File: src/rtl/traffic_pkg.sv
// Shared definitions for the traffic sensor front end and the light controller.
//   emerg_state_t  : emergency confirm/hold FSM states
//   N_IR, N_LANES  : sensor counts
//   RED/YELLOW/GREEN : light encodings used by the controller
//   lowest_onehot  : isolates the lowest set bit of a lane vector
//   popcount_ir    : number of set bits in an IR vector (fits 4 bits for 12 sensors)
package traffic_pkg;

  localparam int N_IR    = 12;
  localparam int N_LANES = 4;

  localparam logic [1:0] RED    = 2'b00;
  localparam logic [1:0] YELLOW = 2'b01;
  localparam logic [1:0] GREEN  = 2'b10;

  typedef enum logic [1:0] {
    IDLE    = 2'd0,
    CONFIRM = 2'd1,
    ACTIVE  = 2'd2,
    HOLD    = 2'd3
  } emerg_state_t;

  // Scan from the top down so the lowest set index is the one left standing.
  function automatic logic [N_LANES-1:0] lowest_onehot(input logic [N_LANES-1:0] v);
    logic [N_LANES-1:0] res;
    res = '0;
    for (int i = N_LANES - 1; i >= 0; i--) begin
      if (v[i]) begin
        res    = '0;
        res[i] = 1'b1;
      end
    end
    return res;
  endfunction

  function automatic logic [3:0] popcount_ir(input logic [N_IR-1:0] v);
    logic [3:0] cnt;
    cnt = '0;
    for (int i = 0; i < N_IR; i++) begin
      cnt = cnt + {3'b000, v[i]};
    end
    return cnt;
  endfunction

endpackage

File: src/rtl/sensor_debounce.sv
// One-bit synchroniser plus debouncer.
//   i_clk, i_reset : clock, asynchronous active-high reset
//   i_raw          : raw input, asynchronous to i_clk
//   o_clean        : debounced level
// A change is accepted after DEB_CYCLES consecutive synchronised samples that
// differ from the current clean level; any agreeing sample restarts the count.
// Raw edge to o_clean change takes 2 + DEB_CYCLES clock edges.
module sensor_debounce #(
  parameter int DEB_CYCLES = 4
) (
  input  logic i_clk,
  input  logic i_reset,
  input  logic i_raw,
  output logic o_clean
);

  localparam int CW = $clog2(DEB_CYCLES);

  logic          r_sync1;
  logic          r_sync2;
  logic          r_clean;
  logic [CW-1:0] r_cnt;

  always_ff @(posedge i_clk or posedge i_reset) begin
    if (i_reset) begin
      r_sync1 <= 1'b0;
      r_sync2 <= 1'b0;
      r_clean <= 1'b0;
      r_cnt   <= '0;
    end else begin
      r_sync1 <= i_raw;
      r_sync2 <= r_sync1;
      if (r_sync2 == r_clean) begin
        r_cnt <= '0;
      end else if (r_cnt == CW'(DEB_CYCLES - 1)) begin
        // This edge is the DEB_CYCLES-th differing sample.
        r_clean <= r_sync2;
        r_cnt   <= '0;
      end else begin
        r_cnt <= r_cnt + 1'b1;
      end
    end
  end

  assign o_clean = r_clean;

endmodule

File: src/rtl/traffic_sensor_conditioner.sv
// Front-end conditioning stage for the traffic light controller.
// Optional feature macro: TRAFFIC_STUCK_DETECT_EN (IR stuck-high detection).
// Ports:
//   clk, reset        : clock, asynchronous active-high reset
//   IR_sensors        : raw IR occupancy bits
//   sound_sensors     : raw siren detector bits, one per lane
//   ir_clean          : debounced IR vector
//   density           : occupied (non-stuck) sensor count, updated at window end
//   high_density      : density >= HIGH_THRESH, updated with density
//   window_valid      : one-cycle pulse in the cycle density/high_density update
//   emergency         : emergency granted (FSM in ACTIVE or HOLD)
//   emergency_lanes   : one-hot granted lane, 0 when emergency is low
//   stuck_mask        : IR sensors excluded as stuck high (0 without the macro)
//   o_dbg_state       : current emergency FSM state
module traffic_sensor_conditioner
  import traffic_pkg::*;
#(
  parameter int DEB_CYCLES  = 4,
  parameter int WINDOW      = 16,
  parameter int HIGH_THRESH = 8,
  parameter int EMERG_CONF  = 3,
  parameter int EMERG_HOLD  = 8
`ifdef TRAFFIC_STUCK_DETECT_EN
  , parameter int STUCK_LIMIT = 1024
`endif
) (
  input  logic               clk,
  input  logic               reset,
  input  logic [N_IR-1:0]    IR_sensors,
  input  logic [N_LANES-1:0] sound_sensors,
  output logic [N_IR-1:0]    ir_clean,
  output logic [3:0]         density,
  output logic               high_density,
  output logic               window_valid,
  output logic               emergency,
  output logic [N_LANES-1:0] emergency_lanes,
  output logic [N_IR-1:0]    stuck_mask,
  output emerg_state_t       o_dbg_state
);

  localparam int NS   = N_IR + N_LANES;
  localparam int WW   = $clog2(WINDOW);
  localparam int EMAX = (EMERG_CONF > EMERG_HOLD) ? EMERG_CONF : EMERG_HOLD;
  localparam int ECW  = $clog2(EMAX + 1);

  // Sync + debounce for every raw input; IR in the low bits, sound on top.
  logic [NS-1:0]      w_raw;
  logic [NS-1:0]      w_clean;
  logic [N_IR-1:0]    w_ir_clean;
  logic [N_LANES-1:0] w_snd;

  assign w_raw = {sound_sensors, IR_sensors};

  for (genvar g = 0; g < NS; g++) begin : g_deb
    sensor_debounce #(.DEB_CYCLES(DEB_CYCLES)) u_deb (
      .i_clk   (clk),
      .i_reset (reset),
      .i_raw   (w_raw[g]),
      .o_clean (w_clean[g])
    );
  end

  assign w_ir_clean = w_clean[N_IR-1:0];
  assign w_snd      = w_clean[NS-1:N_IR];

  // Stuck-high detection.
  logic [N_IR-1:0] w_stuck;

`ifdef TRAFFIC_STUCK_DETECT_EN
  localparam int SW = $clog2(STUCK_LIMIT + 1);

  for (genvar g = 0; g < N_IR; g++) begin : g_stuck
    logic [SW-1:0] r_high_cnt;

    // Counter saturates at STUCK_LIMIT; the mask is that saturated state, so it
    // drops on the edge after the clean bit falls.
    always_ff @(posedge clk or posedge reset) begin
      if (reset) begin
        r_high_cnt <= '0;
      end else if (!w_ir_clean[g]) begin
        r_high_cnt <= '0;
      end else if (r_high_cnt != SW'(STUCK_LIMIT)) begin
        r_high_cnt <= r_high_cnt + 1'b1;
      end
    end

    assign w_stuck[g] = (r_high_cnt == SW'(STUCK_LIMIT));
  end
`else
  assign w_stuck = '0;
`endif

  // Windowed density.
  logic [WW-1:0] r_win;
  logic [3:0]    r_density;
  logic          r_high;
  logic          r_valid;
  logic [3:0]    w_count;

  assign w_count = popcount_ir(w_ir_clean & ~w_stuck);

  always_ff @(posedge clk or posedge reset) begin
    if (reset) begin
      r_win     <= '0;
      r_density <= '0;
      r_high    <= 1'b0;
      r_valid   <= 1'b0;
    end else begin
      r_valid <= 1'b0;
      if (r_win == WW'(WINDOW - 1)) begin
        r_win     <= '0;
        r_density <= w_count;
        r_high    <= (int'(w_count) >= HIGH_THRESH);
        r_valid   <= 1'b1;
      end else begin
        r_win <= r_win + 1'b1;
      end
    end
  end

  // Emergency confirm/hold FSM. r_ecnt is shared: confirm run length in
  // CONFIRM, elapsed hold cycles in HOLD.
  emerg_state_t       r_state;
  emerg_state_t       w_next;
  logic [N_LANES-1:0] r_lane;
  logic [N_LANES-1:0] w_lane_next;
  logic [ECW-1:0]     r_ecnt;
  logic [ECW-1:0]     w_ecnt_next;
  logic               w_lane_on;
  logic               w_grant;
  logic               r_emerg;
  logic [N_LANES-1:0] r_lanes;

  assign w_lane_on = |(w_snd & r_lane);

  always_comb begin
    w_next      = r_state;
    w_lane_next = r_lane;
    w_ecnt_next = r_ecnt;
    case (r_state)
      IDLE: begin
        if (|w_snd) begin
          w_next      = CONFIRM;
          w_lane_next = lowest_onehot(w_snd);
          w_ecnt_next = '0;
        end
      end
      CONFIRM: begin
        if (!w_lane_on) begin
          w_next      = IDLE;
          w_lane_next = '0;
          w_ecnt_next = '0;
        end else if (r_ecnt == ECW'(EMERG_CONF - 1)) begin
          w_next      = ACTIVE;
          w_ecnt_next = '0;
        end else begin
          w_ecnt_next = r_ecnt + 1'b1;
        end
      end
      ACTIVE: begin
        // Other lanes are deliberately ignored while a lane is granted.
        if (!w_lane_on) begin
          w_next      = HOLD;
          w_ecnt_next = '0;
        end
      end
      HOLD: begin
        if (w_lane_on) begin
          w_next      = ACTIVE;
          w_ecnt_next = '0;
        end else if (r_ecnt == ECW'(EMERG_HOLD - 1)) begin
          w_next      = IDLE;
          w_lane_next = '0;
          w_ecnt_next = '0;
        end else begin
          w_ecnt_next = r_ecnt + 1'b1;
        end
      end
      default: begin
        w_next      = IDLE;
        w_lane_next = '0;
        w_ecnt_next = '0;
      end
    endcase
    w_grant = (w_next == ACTIVE) || (w_next == HOLD);
  end

  // Outputs registered from the next state so emergency rises on the very
  // edge that enters ACTIVE.
  always_ff @(posedge clk or posedge reset) begin
    if (reset) begin
      r_state <= IDLE;
      r_lane  <= '0;
      r_ecnt  <= '0;
      r_emerg <= 1'b0;
      r_lanes <= '0;
    end else begin
      r_state <= w_next;
      r_lane  <= w_lane_next;
      r_ecnt  <= w_ecnt_next;
      r_emerg <= w_grant;
      r_lanes <= w_grant ? w_lane_next : '0;
    end
  end

  assign ir_clean        = w_ir_clean;
  assign density         = r_density;
  assign high_density    = r_high;
  assign window_valid    = r_valid;
  assign emergency       = r_emerg;
  assign emergency_lanes = r_lanes;
  assign stuck_mask      = w_stuck;
  assign o_dbg_state     = r_state;

endmodule
File: config.mk
export PLATFORM = sky130hd
export DESIGN_NAME = traffic_sensor_conditioner
export DESIGN_NICKNAME = d
export VERILOG_FILES = /design/src/rtl/traffic_pkg.sv /design/src/rtl/sensor_debounce.sv /design/src/rtl/traffic_sensor_conditioner.sv
export SDC_FILE = /design/constraint.sdc
export NUM_CORES = 1
export LEC_CHECK = 0
export CAP_MARGIN = 20
export CORE_MARGIN = 2
export CORE_UTILIZATION = 40
export CTS_BUF_LIST = sky130_fd_sc_hd__clkbuf_16
export DETAILED_ROUTE_END_ITERATION = 12
export PLACE_DENSITY = 0.57
export SYNTH_ARGS = -nofsm -noshare
export SYNTH_HDL_FRONTEND = slang
export SYNTH_HIERARCHICAL = 1
export SYNTH_SLANG_ARGS = --single-unit
export TNS_END_PERCENT = 1
File: constraint.sdc
create_clock -name clk -period 8.4 [get_ports clk]
set_clock_uncertainty 0.05 [all_clocks]
set_input_delay 1.68 -clock clk [delete_from_list [all_inputs] [get_ports clk]]
set_output_delay 1.68 -clock clk [all_outputs]
set_load 0.005 [all_outputs]
Word level (Yosys, flattened, before mapping)
Cells that the tools add are included.
Widths: inputs -> output; s select.
{"block": "totals", "reg_bits": 105, "wordCells": 241}
{"block": "op_classes", "addsub": 29, "n_bitwise": 17, "eq_ne": 42, "n_reduce_logical": 21, "order_cmp": 1, "mux": 58}
{"operator": "$mux 2", "count": 38}
{"operator": "$mux 4", "count": 16}
{"operator": "$eq 2x2->1 const B", "count": 20}
{"operator": "$reduce_and 2->1", "count": 17}
{"operator": "$add 2x1->2 const B", "count": 16}
{"operator": "$add 4x1->4", "count": 8}
{"operator": "$eq 1x1->1", "count": 16}
{"operator": "$not 1->1", "count": 16}
{"operator": "$pmux 4 s4", "count": 1}
{"operator": "$pmux 4 s3", "count": 1}
{"operator": "$add 4x1->4 const B", "count": 2}
{"operator": "$pmux 2 s4", "count": 1}
{"operator": "$reduce_or 4->1", "count": 2}
{"operator": "$add 3x1->4", "count": 1}
{"operator": "$and 4x4->4", "count": 1}
{"operator": "$eq 4x2->1 const B", "count": 1}
{"operator": "$eq 4x3->1 const B", "count": 1}
{"operator": "$eq 4x4->1 const B", "count": 1}
{"operator": "$ge 4x4->1 const B", "count": 1}
{"operator": "$ne 2x2->1 const B", "count": 2}
{"operator": "$add 2x1->3", "count": 1}
{"operator": "$add 1x1->2", "count": 1}
{"operator": "$eq 2x1->1 const B", "count": 1}
{"operator": "$logic_not 2->1", "count": 1}
{"operator": "other kinds (2)", "count": 2}

Depth between registers and ports, before layout
{"block": "logic_depth", "depth_word": 12, "ltp_mapped": 10, "depth_no_buf": 10}

Hierarchy
The synthesis kept the hierarchy.
{"mod": "sensor_debounce", "cells_each": 11, "instances": 16, "area_per_inst_um2": 177.7}
{"mod": "traffic_sensor_conditioner", "cells_each": 163, "instances": 1, "area_per_inst_um2": 1557.7}

Least setup slack after synthesis
No wires, ideal clock.
{"block": "synth_path", "kind": "flip-flop to flip-flop", "start": "register g_deb[5].u_deb.r_clean", "end": "register r_density[2], in the netlist density[2]", "period_less_slack_ps": 3352, "path_slack_ps": 5048, "required_ps": 8220, "t_arrival_ps": 3172, "setup_time_ps": 130, "path_stages_with_launch": 11, "cell_sequence": "dfrtp_1 > fa_1 > inv_1 > fa_1 > fa_1 > fa_1 > inv_1 > ha_1 > fa_1 > xnor2_1 > o21ai_0"}
{"block": "synth_via", "elab_chain_cells": 7}
{"element": "from (decl)", "line_no": "sensor_debounce.sv:21", "source": "logic r_clean;"}
{"element": "from (signal assigned)", "line_no": "sensor_debounce.sv:37", "source": "r_clean <= r_sync2;"}
{"element": "$add 4x1->4 (7 in series)", "line_no": "traffic_pkg.sv:40", "source": "cnt = cnt + {3'b000, v[i]};"}
{"element": "to (signal assigned)", "line_no": "traffic_sensor_conditioner.sv:112", "source": "r_density <= w_count;"}
{"element": "to (decl)", "line_no": "traffic_sensor_conditioner.sv:95", "source": "logic [3:0] r_density;"}
Every way passes these cells.
A chain may end at the register's enable or synchronous reset.

Worst setup path after layout
{"block": "layout_path", "start": "register g_deb[5].u_deb.r_clean", "end": "register r_high, in the netlist high_density"}
{"block": "layout_via", "elab_chain_cells": 8}
{"element": "$add 4x1->4 (7 in series)", "line_no": "traffic_pkg.sv:40"}
{"element": "$ge 4x4->1", "line_no": "traffic_sensor_conditioner.sv:113", "source": "r_high <= (int'(w_count) >= HIGH_THRESH);"}
{"element": "to (signal assigned)", "line_no": "traffic_sensor_conditioner.sv:113"}
{"element": "to (decl)", "line_no": "traffic_sensor_conditioner.sv:96", "source": "logic r_high;"}
Every way passes these cells.

==> reports/qor.json <==
{
  "run_status": {
    "status": "finished, final reports clean"
  },
  "sta": {
    "timing.fmax_mhz": 289,
    "worst_slack_ns": 4.94,
    "rsz0062_at_grt": "false",
    "maxSlewViolCount": 0,
    "timing_worst_slew_pin_value_ns": 0.883,
    "final_hold_viol_count": 0,
    "period_share_pct": 41.2,
    "timing.final.setup_violations": 0,
    "max-slew-margin-rel_pct": 41.1,
    "shortest_period_the_worst_path_allows_ns": 3.46,
    "timing.setup.tns_ns": 0
  },
  "layout": {
    "fillers": 943,
    "insertedDiodeCount": 0,
    "layout-drive-gt1-share_pct": 14.4,
    "syn_to_final_growth_pct": 17.2,
    "nets_finish": 425
  },
  "routing": {
    "remaining_routing_drc_violations": 0,
    "number_of_detailed_route_iterations_in_the_first_pass": 4,
    "via_count": 2333,
    "routed_wirelength_um": 6320,
    "wire_per_inst_um": 12.1,
    "route.detailed.vias_per_inst": 4.47,
    "initialDrtViolationCount": 57,
    "drt.antenna.violating_nets": 0
  },
  "grt": {
    "pin_count_of_the_biggest_net_entering_global_routing": 25,
    "grt_pass1_vias": 2438,
    "track_usage_pct": 12.6,
    "grt_pass1_wl_um": 11500,
    "grt_ovf": 0,
    "antenna_violations_before_repair": 0
  },
  "clock_tree": {
    "post-cts-setup-buffer-count": 0,
    "cts_inserted_buffers": 9,
    "clock_path_buffers": 2,
    "clk-insertion-delay-late_ns": 0.34,
    "htree_levels": 3,
    "clock_tree_from_tritoncts": "built",
    "cts.clk_slew.worst_paths_ns": 0.07,
    "post_cts_resize_count": 0,
    "cts.hold.buffers_added": 0,
    "cts.sinks": 104,
    "cts.root.buffer_cell": "clkbuf_16"
  },
  "placed_design": {
    "preCtsSetupSlack_ns": 4.93,
    "place_hpwl_um": 4690,
    "place.port_buffers": 42,
    "gp_routability_congestion": 0.766
  },
  "run": {
    "drv_cap": 0
  },
  "floorplan": {
    "die_width_um": 109,
    "design.portCount": 55,
    "design.die.area_mm2": 0.0119,
    "core_area_mm2": 0.0108,
    "die-height_um": 109,
    "initial_core_util_pct": 40.8,
    "std_cell_rows": 38
  },
  "critical_path": {
    "worstPathArrival_ns": 3.63,
    "crit_path_end_kind": "register",
    "critical_path_peak_fanout": 4,
    "crit_type": "reg -> reg",
    "timing.critical_path.required_ns": 8.56,
    "r2r_cells": 10,
    "worstSetupStartpointType": "register",
    "timing.reg2reg.setup_slack_ns": 4.94,
    "reg2reg_to": "high_density",
    "rr_startpoint": "g_deb[5].u_deb/o_clean",
    "critPathLaunch": "g_deb[5].u_deb/o_clean",
    "cp-endpoint": "high_density"
  },
  "yosys": {
    "synthCells": 339,
    "netlist-cell-type-count": 37,
    "synth-warning-count": 6,
    "synth-seq-area-share_pct": 59.1,
    "synthesis.area_per_instance_um2": 13.0,
    "post_synthesis_register_bit_count": 104,
    "synth-edff-count": 0,
    "synth_area_mm2": 0.00440,
    "synth_async_sr_flop_share_pct": 100,
    "synth_top_flop_cell": "dfrtp_1"
  },
  "min_path": {
    "worstHoldPathType": "reg -> reg"
  },
  "pwr": {
    "p_leak_uw": 0.00247,
    "power-per-cell-area_mw_per_mm2": 398,
    "vdd_drop_max_mv": 0.186
  }
}
==> worst min path at each step <==
stage                             from                       to  slack, ns  cells after the start
3_5_place_dp    g_deb[9].u_deb/r_sync1   g_deb[9].u_deb/r_sync2       0.28                      0
6_report       g_deb[13].u_deb/r_sync1  g_deb[13].u_deb/r_sync2       0.29                      0
3_3_place_gp    g_deb[5].u_deb/r_sync1   g_deb[5].u_deb/r_sync2       0.28                      0
2_1_floorplan   g_deb[0].u_deb/r_sync1   g_deb[0].u_deb/r_sync2       0.28                      0
5_1_grt        g_deb[15].u_deb/r_sync1  g_deb[15].u_deb/r_sync2       0.31                      0
4_1_cts        g_deb[13].u_deb/r_sync1  g_deb[13].u_deb/r_sync2       0.30                      0
==> cells in the final DEF (no fill, tap or decap), types with 2 or more instances in the layout <==
cell type and count:
a211oi_1 3, a21oi_1 9, a22oi_2 2, clkbuf_16 9, clkdlybuf4s50_1 42, conb_1 12, dfrtp_1 104, fa_1 7
ha_1 23, inv_1 39, inv_6 2, inv_8 2, mux2_2 16, nand2_1 12, nand3_1 4, nor2_1 13
nor2b_1 16, nor3_2 16, o21ai_0 3, o21ai_1 6, o2bb2ai_1 2, or4_1 2, xnor2_1 17, xor2_1 2
==> worst max-delay path, cell delays in order, from the launching register on <==
cell	delay (ns)
dfrtp_1	0.43
fa_1	0.54
inv_1	0.05
fa_1	0.49
fa_1	0.43
fa_1	0.49
inv_1	0.04
ha_1	0.20
a21o_1	0.18
a211oi_1	0.34
nor2_1	0.09
==> synthesized netlist by cell type, drive strengths merged (2+ instances only) <==
cell | number | area share (%)
o2bb2ai | 2 | 0.40
buf | 27 | 4.5
a22oi | 2 | 0.57
xnor2 | 17 | 3.4
fa | 7 | 3.2
ha | 23 | 6.5
xor2 | 2 | 0.40
nor2 | 13 | 1.1
nor2b | 16 | 2.3
mux2 | 16 | 4.1
o21ai | 9 | 1.0
and2 | 2 | 0.34
inv | 39 | 3.3
nand2 | 12 | 1.0
nor3 | 16 | 3.6
a21oi | 9 | 1.0
or4 | 2 | 0.34
dfrtp | 104 | 59
nand3 | 4 | 0.45
a211oi | 4 | 0.80
==> per-stage QoR <==
stage / util [%] / instances / instance area [µm²] / power [µW] / hold slack [ns]
finish: 47.8 / 522 / 5160 / 2050 / 0.294
global route: 47.8 / 522 / 5160 / 2280 / 0.307
CTS: 47.8 / 522 / 5160 / 2100 / 0.301
detailed placement: 44.9 / 506 / 4850 / 1660 / 0.285
global placement: 44.9 / 506 / 4850 / 1630 / 0.282
floorplan: - / 350 / 4440 / 1420 / 0.281
==> flip-flops by register name (all words and copies together) (netlist names) <==
name / flops
o_dbg_state: 1
density: 4
g_deb.u_deb/r_sync2: 16
r_ecnt: 4
g_deb.u_deb/o_clean: 16
emergency_lanes: 4
window_valid: 1
r_win: 4
g_deb.u_deb/r_cnt: 32
high_density: 1
r_lane: 4
emergency: 1
g_deb.u_deb/r_sync1: 16
==> cell type report <==
cell class | instances | area, µm² | area share (%)
multi-input combinational | 180 | 1500 | 29.0
timing repair buffer | 43 | 428 | 8.30
clock buffer | 9 | 225 | 4.37
clock inverter | 7 | 83.8 | 1.63
sequential | 104 | 2600 | 50.5
tap | 140 | 175 | 3.40
inverter | 39 | 146 | 2.84
==> per-layer routing <==
metal	GRT usage, %	vias up	wire length (µm)
met5	0	-	0
met4	6.04	0	68
met3	3.95	6	335
met2	17.9	46	2790
met1	17.6	1133	3130
li1	-	1148	-
==> where the power goes <==
group | switching, µW | internal, µW
clock | 191 | 237
sequential | 129 | 643
combinational | 393 | 462
total | 712 | 1340
==> kinds of logic after synthesis <==
group | count (synthesis) | synth area share, %
AND/OR/NAND/NOR | 69 | 9.92
other | 1 | 0.0852
flip-flops | 104 | 59.1
AO/OA/AOI/OAI | 33 | 5.20
buffers and inverters | 66 | 7.82
multiplexers | 17 | 4.32
XOR/XNOR | 19 | 3.78
adder cells (fa/ha/maj) | 30 | 9.72
Note: power is estimated with default switching activity, not from simulation.
